File: src/rtl/add_seq_ctrl_pkg.sv
// Shared types and constants for the nibble-serial adder controller.
package add_seq_ctrl_pkg;

    localparam int NIB = 4;

    typedef enum logic {
        ST_IDLE = 1'b0,
        ST_RUN  = 1'b1
    } state_t;

endpackage

File: src/rtl/add_seq_ctrl_add4bit_fast.sv
// 4-bit carry-lookahead slice: sum nibble plus group generate/propagate for carry chaining.
module add4bit_fast
    import add_seq_ctrl_pkg::*;
(
    input  logic [NIB-1:0] a,
    input  logic [NIB-1:0] b,
    input  logic           ci,
    output logic [NIB-1:0] y,
    output logic           g,
    output logic           p
);

    logic [NIB-1:0] gen;
    logic [NIB-1:0] prop;
    logic           c1, c2, c3;

    assign gen  = a & b;
    assign prop = a ^ b;

    // Every carry is flattened so no ripple path exists inside the slice.
    assign c1 = gen[0] | (prop[0] & ci);
    assign c2 = gen[1] | (prop[1] & gen[0]) | (prop[1] & prop[0] & ci);
    assign c3 = gen[2] | (prop[2] & gen[1]) | (prop[2] & prop[1] & gen[0])
              | (prop[2] & prop[1] & prop[0] & ci);

    assign y = prop ^ {c3, c2, c1, ci};
    assign g = gen[3] | (prop[3] & gen[2]) | (prop[3] & prop[2] & gen[1])
             | (prop[3] & prop[2] & prop[1] & gen[0]);
    assign p = &prop;

endmodule

File: src/rtl/add_seq_ctrl.sv
// Multi-cycle adder: one CLA nibble slice reused WIDTH/4 times, LSB nibble first,
// with a start/busy/done handshake and fully registered outputs.
module add_seq_ctrl
    import add_seq_ctrl_pkg::*;
#(
    parameter int WIDTH = 16
) (
    input  logic             clk,
    input  logic             rst,
    input  logic             start,
    input  logic [WIDTH-1:0] a,
    input  logic [WIDTH-1:0] b,
    input  logic             cin,
    output logic             busy,
    output logic             done,
    output logic [WIDTH-1:0] sum,
    output logic             cout,
    output logic             ovf
);

    localparam int N     = WIDTH / NIB;
    localparam int CNT_W = $clog2(N);

    state_t             state, state_nx;
    logic [WIDTH-1:0]   a_sh, b_sh;
    logic [CNT_W-1:0]   cnt;
    logic               carry, carry_nx;
    logic               a_msb, b_msb;
    logic               last;
    logic [NIB-1:0]     y;
    logic               g, p;

    add4bit_fast slice (
        .a  (a_sh[NIB-1:0]),
        .b  (b_sh[NIB-1:0]),
        .ci (carry),
        .y  (y),
        .g  (g),
        .p  (p)
    );

    assign carry_nx = g | (p & carry);
    assign last     = (cnt == CNT_W'(N - 1));

    // NOTE: state_nx gets a default before the case so no path leaves it unassigned (no latch).
    always_comb begin
        state_nx = state;
        case (state)
            ST_IDLE: if (start) state_nx = ST_RUN;
            ST_RUN:  if (last)  state_nx = ST_IDLE;
            default: state_nx = ST_IDLE;
        endcase
    end

    // NOTE: all state uses non-blocking assignments so every register samples pre-edge values.
    always_ff @(posedge clk or posedge rst) begin
        if (rst) begin
            state <= ST_IDLE;
            a_sh  <= '0;
            b_sh  <= '0;
            cnt   <= '0;
            carry <= 1'b0;
            a_msb <= 1'b0;
            b_msb <= 1'b0;
            busy  <= 1'b0;
            done  <= 1'b0;
            sum   <= '0;
            cout  <= 1'b0;
            ovf   <= 1'b0;
        end else begin
            state <= state_nx;
            done  <= 1'b0;
            case (state)
                ST_IDLE: begin
                    if (start) begin
                        a_sh  <= a;
                        b_sh  <= b;
                        carry <= cin;
                        a_msb <= a[WIDTH-1];
                        b_msb <= b[WIDTH-1];
                        cnt   <= '0;
                        busy  <= 1'b1;
                    end
                end
                ST_RUN: begin
                    sum   <= {y, sum[WIDTH-1:NIB]};
                    carry <= carry_nx;
                    a_sh  <= a_sh >> NIB;
                    b_sh  <= b_sh >> NIB;
                    if (last) begin
                        // a^b^y of the top bit recovers the carry into the MSB.
                        cout <= carry_nx;
                        ovf  <= a_msb ^ b_msb ^ y[NIB-1] ^ carry_nx;
                        busy <= 1'b0;
                        done <= 1'b1;
                    end else begin
                        cnt <= cnt + CNT_W'(1);
                    end
                end
                default: ;
            endcase
        end
    end

endmodule
File: config.mk
export PLATFORM = sky130hd
export DESIGN_NAME = add_seq_ctrl
export DESIGN_NICKNAME = d
export VERILOG_FILES = /design/src/rtl/add_seq_ctrl_pkg.sv /design/src/rtl/add_seq_ctrl_add4bit_fast.sv /design/src/rtl/add_seq_ctrl.sv
export SDC_FILE = /design/constraint.sdc
export NUM_CORES = 1
export LEC_CHECK = 0
export BUFFER_PORTS_ARGS = -buffer_cell sky130_fd_sc_hd__buf_2
export CAP_MARGIN = 10
export CORE_MARGIN = 3
export CORE_UTILIZATION = 45
export CTS_CLUSTER_DIAMETER = 150
export DETAILED_ROUTE_END_ITERATION = 10
export PLACE_DENSITY = 0.72
export SYNTH_ARGS = -nofsm -noshare
export SYNTH_HDL_FRONTEND = slang
export SYNTH_HIERARCHICAL = 1
export SYNTH_SLANG_ARGS = --single-unit
File: constraint.sdc
create_clock -name clk -period 4 [get_ports clk]
set_clock_uncertainty 0.15 [all_clocks]
set_input_delay 0.2 -clock clk [delete_from_list [all_inputs] [get_ports clk]]
set_output_delay 0.2 -clock clk [all_outputs]
set_load 0.05 [all_outputs]
==> results.toml, run 1 <==
[run_status]
outcome = "complete, no violations"

[timing]
tightest_slew_ns = 1.06
setup_ws_ns = 1.95
slew_headroom = 0.290
min_period_over_period = 0.513
setup_tns_ns = 0
hold_violations = 0
setup_viol = 0
fmax_mhz = 487
slew_viol_final = 0
rsz0062_at_grt = "false"
period_needed_ns = 2.05

[clock_network]
clkTransAtPathRegs_ns = 0.06
clock-sinks = 58
ctsResizeCount = 0
cts_htree_levels = 3
cts_max_path_buffers = 2
cts-root-buf = "clkbuf_8"
clk_latency_ns = 0.33
cts_tree = "yes"
postCtsSetupRepairBufs = 0
numCtsBuffers = 9

[hold_path]
min-delay-start = "a[5]"
hp-class = "input port to register"
holdPathStages = 3
whs_endpoint = "a_sh[5]"

[setup_path]
cp_max_fo = 5
crit_chain = "ha_1 > a21oi_1 > nand3_1 > xor2_1 > xnor3_1 > xnor2_1 > o21ai_0"
startpoint_type = "register"
critPathKind = "register to register"
max_stage_delay_ns = 0.39
critPathSlowestCell = "dfrtp_1"
r2r-start = "a_sh[2]"
crit_start = "a_sh[2]"
r2r_end = "ovf"
ff2ff_setup_slack_ns = 1.95
required_ns = 4.10
endpoint_kind = "register"
cp_num_buf_inv = 0
r2r_cells = 7
crit_family = "XOR/XNOR gates"
critPathArrivalTime_ns = 2.15

[pwr]
p_sw_frac = 0.397
power_frac_seq = 0.376
p_clk_frac = 0.225
p_int_mw = 1.61
switchingPower_mw = 1.06
ir_drop_uv = 479
power.leakage_nw = 1.74
p_comb_frac = 0.399
finalPower_mw = 2.67
powerDensity_mw_per_mm2 = 784

[yosys]
synth.distinct_cells = 29
netlist_area_mm2 = 0.00266
synth_area_leader_cell = "dfrtp_1"
yosysWarningCount = 6
yosysSeqAreaShare = 0.546
synth_cells = 226
avgSynthCellArea_um2 = 11.8
ys_seq_elements = 58
syn_nets = 270
synth_top_area_share = 0.546
synthTopCellsByArea = "dfrtp_1, mux2i_1, mux2_2, nand2_1, o21ai_1"

[layout]
num_antenna_cells = 0
fin_nets = 348
syn_to_final_growth_pct = 28.0
drive_gt1_frac = 0.299
utilization = 0.607

[route]
num_vias = 1895
routed_wl_um = 5290
vias_per_cell = 4.99
ant_nets = 0
drc_errors = 0
wl_per_cell_um = 13.9
firstDrtPassIters = 4
drtIter0Drc = 81

[floorplan]
start_util = 0.474
rows = 27
dieArea_mm2 = 0.00687
die_w_um = 82.9
core_mm2 = 0.00561
num_io_pins = 56
die_h_um = 82.9

[grt]
grt_pass1_vias = 1914
antenna_found_initial = 0
grtUsageTotal = 0.168
grt_max_degree = 48
gr-total-overflow = 0
grt_pass1_wl_um = 9160

[job]
max_cap_violations = 0

[place]
dp_slack_ns = 1.94
dp_hpwl_um = 3450
port_buffers = 55
place.gp.congestion = 0.688
## registers in the layout (all words and copies together), names as in the netlist
signal  cells
sum        16
b_sh       16
a_sh       16
busy        1
cout        1
a_msb       1
carry       1
done        1
cnt         2
b_msb       1
state       1
ovf         1
## stage by stage
stage / instance area (um^2) / hold slack, ns / instances
final: 3400 / 0.0148 / 380
after CTS: 3400 / 0.00151 / 380
after floorplan: 2660 / 0.200 / 226
after detailed placement: 2960 / -0.00319 / 342
after global routing: 3400 / 0.0140 / 380
after global placement: 2960 / -0.00432 / 342
## final cells by class
cell class / count / area, um^2
timing repair buffer: 80 / 520
tap: 72 / 90.1
clock inverter: 2 / 60.1
multi-input combinational: 147 / 1090
inverter: 8 / 30.0
fill: 484 / 2200
sequential: 58 / 1450
clock buffer: 13 / 159
## kinds of logic (layout without fill, tap and decap cells)
logic type | count (synthesis) | after routing | synth area share
multiplexers | 50 | 50 | 0.197
XOR/XNOR | 6 | 6 | 0.0249
AO/OA/AOI/OAI | 37 | 37 | 0.0753
flip-flops | 58 | 58 | 0.546
buffers and inverters | 21 | 103 | 0.0433
adder cells (fa/ha/maj) | 8 | 8 | 0.0405
AND/OR/NAND/NOR | 46 | 46 | 0.0734
## per-layer routing
metal  part of all wire  vias to the layer above  global-route usage
met1               0.45                      897               0.222
met5                  0                        -                   0
li1                   -                      936                   -
met3              0.048                       15              0.0486
met4              0.029                        0              0.0877
met2               0.47                       47               0.249
## cell usage after synthesis
library cell   n
a211oi_1       1
buf_2          5
dfrtp_1       58
a21oi_2        1
nand3_1        2
xnor3_1        1
fa_1           1
buf_4          2
mux2i_1       32
nor2b_1        1
a21o_1         2
o21ai_1       19
buf_6          3
a21oi_1        3
nand2b_1       2
o22ai_1        1
clkbuf_1       3
xnor2_1        4
o21a_1         1
inv_1          8
and4_2         1
mux2_2        18
ha_1           7
nor2_1         9
nand4_1        1
xor2_1         1
nand2_1       29
o21ai_0        9
nand3b_1       1
## worst max path at each step
stage / to / slack (ns) / depth (start not counted)
floorplan: ovf / 2.12 / 7
global placement: cnt[1] / 2.03 / 4
detailed placement: ovf / 1.94 / 7
CTS: ovf / 1.94 / 7
global route: cnt[1] / 1.74 / 4
finish: ovf / 1.95 / 7
## power by group through the flow
stage	Combinational, mW	Clock, mW	Sequential [mW]
finish	1.07	0.600	1.00
floorplan	0.556	0	1.28
global placement	1.03	0	1.01
global route	1.17	0.642	1.04
detailed placement	1.06	0	1.02
CTS	1.08	0.616	1.01
## timing repair
action | 4_1_cts | 5_1_grt
endpoints found under the setup margin | 0 | 0
endpoints found under the hold margin | 34 | 0
hold buffers | 23 | 0
## layout by cell type (no fill, tap or decap), drive strengths merged, types with 2 or more instances in the layout
master / instances
nand2b: 2
nand2: 29
mux2: 18
dfrtp: 58
buf: 57
bufinv: 2
o21ai: 28
a21o: 2
a21oi: 4
xnor2: 4
inv: 8
clkbuf: 13
dlygate4sd3: 23
ha: 7
nand3: 2
mux2i: 32
nor2: 9
## worst min-delay path, stage by stage
cell and delay, ns:
buf_2 0.09, mux2i_1 0.06, o21ai_1 0.11
Note: power is estimated with default switching activity, not from simulation.
==> run 2, diff against run 1 <==
==> constraint.sdc (replaced) <==
create_clock -name clk -period 2 [get_ports clk]
set_clock_uncertainty 0.15 [all_clocks]
set_input_delay 0.1 -clock clk [delete_from_list [all_inputs] [get_ports clk]]
set_output_delay 0.1 -clock clk [all_outputs]
set_load 0.05 [all_outputs]
==> results.toml, run 2 (synthesis results as in run 1) <==
[clock_network]
cts_max_path_buffers = 2
cts_htree_levels = 3
cts_tree = "yes"
clk_latency_ns = 0.33
numCtsBuffers = 9
clock-sinks = 58
clkTransAtPathRegs_ns = 0.07
cts-root-buf = "clkbuf_8"

[timing]
min_period_over_period = 0.949
period_needed_ns = 1.90
slew_headroom = 0.680
setup_ws_ns = 0.102
hold_violations = 0
setup_tns_ns = 0
slew_viol_final = 0
holdWs_ns = 0.143
fmax_mhz = 527
tightest_slew_ns = 0.479
setup_viol = 0
rsz0062_at_grt = "false"

[floorplan]
start_util = 0.474
dieArea_mm2 = 0.00687
die_w_um = 82.9
rows = 27
core_mm2 = 0.00561
num_io_pins = 56
die_h_um = 82.9

[pwr]
powerDensity_mw_per_mm2 = 1470
ir_drop_uv = 741
power.leakage_nw = 1.78
finalPower_mw = 5.27

[layout]
reg_top3 = "a_sh (16), b_sh (16), sum (16)"
layoutNonFillerInstCount = 395
utilization = 0.641
syn_to_final_growth_pct = 35.2
final_cell_mix = "dfrtp_1, buf_2, dlygate4sd3_1, mux2i_1, nand2_1"
num_antenna_cells = 0
final_cell_area_mm2 = 0.00359
fin_nets = 362
drive_gt1_frac = 0.331

[place]
dp_slack_ns = -0.0866
dp_hpwl_um = 3420
place.gp.congestion = 0.750
placed_cells_incl_taps = 344
port_buffers = 55
dpl_cell_area_mm2 = 0.00301

[hold_path]
hp-class = "input port to register"

[setup_path]
critPathKind = "register to register"
cp_max_fo = 5
endpoint_kind = "register"
required_ns = 2.07
critPathArrivalTime_ns = 1.97
startpoint_type = "register"

[route]
routed_wl_um = 5870
vias_per_cell = 5.09
firstDrtPassIters = 4
wl_per_cell_um = 14.9
drtIter0Drc = 124
ant_nets = 0
drc_errors = 0
num_vias = 2009

[grt]
gr-total-overflow = 0
grt_max_degree = 55
grt_pass1_vias = 1885
antenna_found_initial = 0
grt_pass1_wl_um = 9180
grtUsageTotal = 0.168

[run_status]
outcome = "complete, no violations"

[job]
max_cap_violations = 0
[run 2: timing repair]
item                                    in CTS  in global routing
endpoints found under the hold margin       56                  0
endpoints found under the setup margin       1                  1
hold buffers                                34                  0
buffers inserted                             0                  1
gates resized for setup                      1                 12
pin swaps                                    0                  7
[run 2: where the power goes]
group | switching [mW] | internal (mW) | leakage [nW]
Sequential | 0.361 | 1.64 | 0.746
Combinational | 1.41 | 0.939 | 0.957
Clock | 0.478 | 0.443 | 0.0810
[run 2: cell type report]
cell class	count	area [um^2]
fillers	453	2010
flip-flops and latches	58	1460
multi-input cells	147	1160
repair buffers	94	691
clock buffers	9	124
well taps	72	90.1
clock inverters	7	46.3
inverters	8	30.0
[run 2: worst max-delay path, stage by stage, from the launching register on]
cell and delay [ns]:
dfrtp_1 0.41, ha_4 0.29, a21oi_4 0.17, nand3_2 0.11, xor2_2 0.16, xnor3_1 0.24
xnor2_1 0.17, o21ai_1 0.08
[run 2: worst paths after layout]
check | startpoint | endpoint | slack (ns) | depth (start not counted)
worst max-delay path | b_sh[2] | ovf | 0.10 | 7
worst min-delay path | start | cnt[0] | 0.14 | 3
worst max register to register | b_sh[2] | ovf | 0.10 | 7
worst min register to register | a_sh[12] | a_sh[8] | 0.33 | 2
max in group asynchronous | rst | b_sh[0] | 0.95 | 4
min in group asynchronous | rst | a_sh[5] | 0.19 | 3
[run 2: layer usage]
layer  up-vias  GRT usage  wire [um]
met2        65      0.259       2890
met3        16     0.0575        310
met1       966      0.217       2480
met4         0     0.0713        186
li1        962          -          -
met5         -          0          0
==> run 3, diff against run 2 <==
--- a/config.mk
+++ b/config.mk
@@ -8,10 +8,10 @@
 export BUFFER_PORTS_ARGS = -buffer_cell sky130_fd_sc_hd__buf_2
 export CAP_MARGIN = 10
 export CORE_MARGIN = 3
-export CORE_UTILIZATION = 45
+export CORE_UTILIZATION = 54
 export CTS_CLUSTER_DIAMETER = 150
 export DETAILED_ROUTE_END_ITERATION = 10
-export PLACE_DENSITY = 0.72
+export PLACE_DENSITY = 0.83
 export SYNTH_ARGS = -nofsm -noshare
 export SYNTH_HDL_FRONTEND = slang
 export SYNTH_HIERARCHICAL = 1
==> results.toml, run 3 (synthesis results as in run 1) <==
[floorplan]
rows = 24
die_h_um = 76.2
die_w_um = 76.2
dieArea_mm2 = 0.00580
core_mm2 = 0.00456
start_util = 0.583
num_io_pins = 56

[pwr]
powerDensity_mw_per_mm2 = 1500
p_clk_frac = 0.194
switchingPower_mw = 2.21
p_int_mw = 3.21
ir_drop_uv = 915
finalPower_mw = 5.42
power.leakage_nw = 1.83
power_frac_seq = 0.366
p_sw_frac = 0.407
p_comb_frac = 0.440

[timing]
setup_viol = 2
hold_violations = 0
slew_headroom = 0.610
min_period_over_period = 1.01
period_needed_ns = 2.02
fmax_mhz = 494
tightest_slew_ns = 0.584
slew_viol_final = 0
holdWs_ns = 0.219
setup_ws_ns = -0.0233

[route]
firstDrtPassIters = 4
vias_per_cell = 5.13
routed_wl_um = 5940
drc_errors = 0
drtIter0Drc = 105
num_vias = 2017
wl_per_cell_um = 15.1
ant_nets = 0

[setup_path]
required_ns = 2.06
critPathKind = "register to register"
endpoint_kind = "register"
cp_max_fo = 4
critPathArrivalTime_ns = 2.09
startpoint_type = "register"

[clock_network]
clk_latency_ns = 0.34
clock-sinks = 58
cts_htree_levels = 3
clkTransAtPathRegs_ns = 0.06
cts_max_path_buffers = 2
numCtsBuffers = 9
cts-root-buf = "clkbuf_8"
cts_tree = "yes"

[layout]
syn_to_final_growth_pct = 36.0
final_cell_area_mm2 = 0.00362
layoutNonFillerInstCount = 393
fin_nets = 367
utilization = 0.792
num_antenna_cells = 0
fillers = 301
multi_input_comb_area_mm2 = 0.00113
final_cell_mix = "dfrtp_1, buf_2, dlygate4sd3_1, mux2i_1, nand2_1"
layout_commonest_cell = "dfrtp_1"
reg_top3 = "a_sh (16), b_sh (16), sum (16)"
seqCellArea_mm2 = 0.00145
drive_gt1_frac = 0.323

[place]
dpl_cell_area_mm2 = 0.00301
placed_cells_incl_taps = 340
dp_hpwl_um = 3510
port_buffers = 55
place.gp.congestion = 0.852

[grt]
grt_pass1_vias = 2138
grtUsageTotal = 0.220
gr-total-overflow = 0
grt_max_degree = 33
antenna_found_initial = 0
grt_pass1_wl_um = 9900

[hold_path]
hp-class = "input port to asynchronous set/reset pin"

[job]
max_cap_violations = 0

[run_status]
violations = "setup timing"
outcome = "complete, but fails checks"
-- run 3: timing repair --
action                                  in CTS  in global routing
gates resized for setup                      2                  5
pin swaps                                    1                  1
endpoints found under the setup margin       1                  1
endpoints found under the hold margin       61                  0
buffers inserted                             1                  1
hold buffers                                35                  0
-- run 3: per-layer routing --
layer / share of wire / GRT usage / vias to the layer above
met5: 0 / 0 / -
met4: 0.032 / 0.120 / 0
met3: 0.049 / 0.0567 / 17
met2: 0.52 / 0.369 / 63
met1: 0.40 / 0.258 / 972
li1: - / - / 965
-- run 3: critical path, cell delays in order, from the launching register on --
cell and delay [ns]:
dfrtp_1 0.42, ha_1 0.37, nand4_1 0.17, nand3_2 0.14, xor2_2 0.18, xnor3_1 0.25
xnor2_1 0.15, o21ai_1 0.08
-- run 3: final timing paths --
check	slack (ns)	to	start	depth (start not counted)
max reg2reg	-0.02	ovf	a_sh[0]	7
max in group asynchronous	0.91	state	rst	4
min in group clk	0.34	b_sh[11]	b_sh[15]	2
min	0.22	b_sh[15]	rst	3
max	-0.02	ovf	a_sh[0]	7
min reg2reg	0.34	b_sh[11]	b_sh[15]	2
-- run 3: cell type report --
type	count	area share
multi-input cells	147	0.313
clock inverters	1	0.00138
repair buffers	99	0.199
clock buffers	15	0.0543
well taps	65	0.0225
flip-flops and latches	58	0.402
inverters	8	0.00830
-- run 3: power by group through the flow --
stage          sequential (mW)  clock, mW  combinational (mW)
6_report                  1.98       1.05                2.39
5_1_grt                   2.05       1.13                2.57
4_1_cts                   1.97       1.08                2.29
3_5_place_dp              1.98          0                2.19
3_3_place_gp              1.96          0                2.13
2_1_floorplan             2.55          0                1.11
-- run 3: stage by stage --
step	worst slack (ns)	setup TNS [ns]
after floorplan	0.125	0
after global placement	0.0395	0
after detailed placement	-0.0863	-0.0863
after CTS	0.00253	0
after global routing	-0.0841	-0.106
final	-0.0233	-0.0237
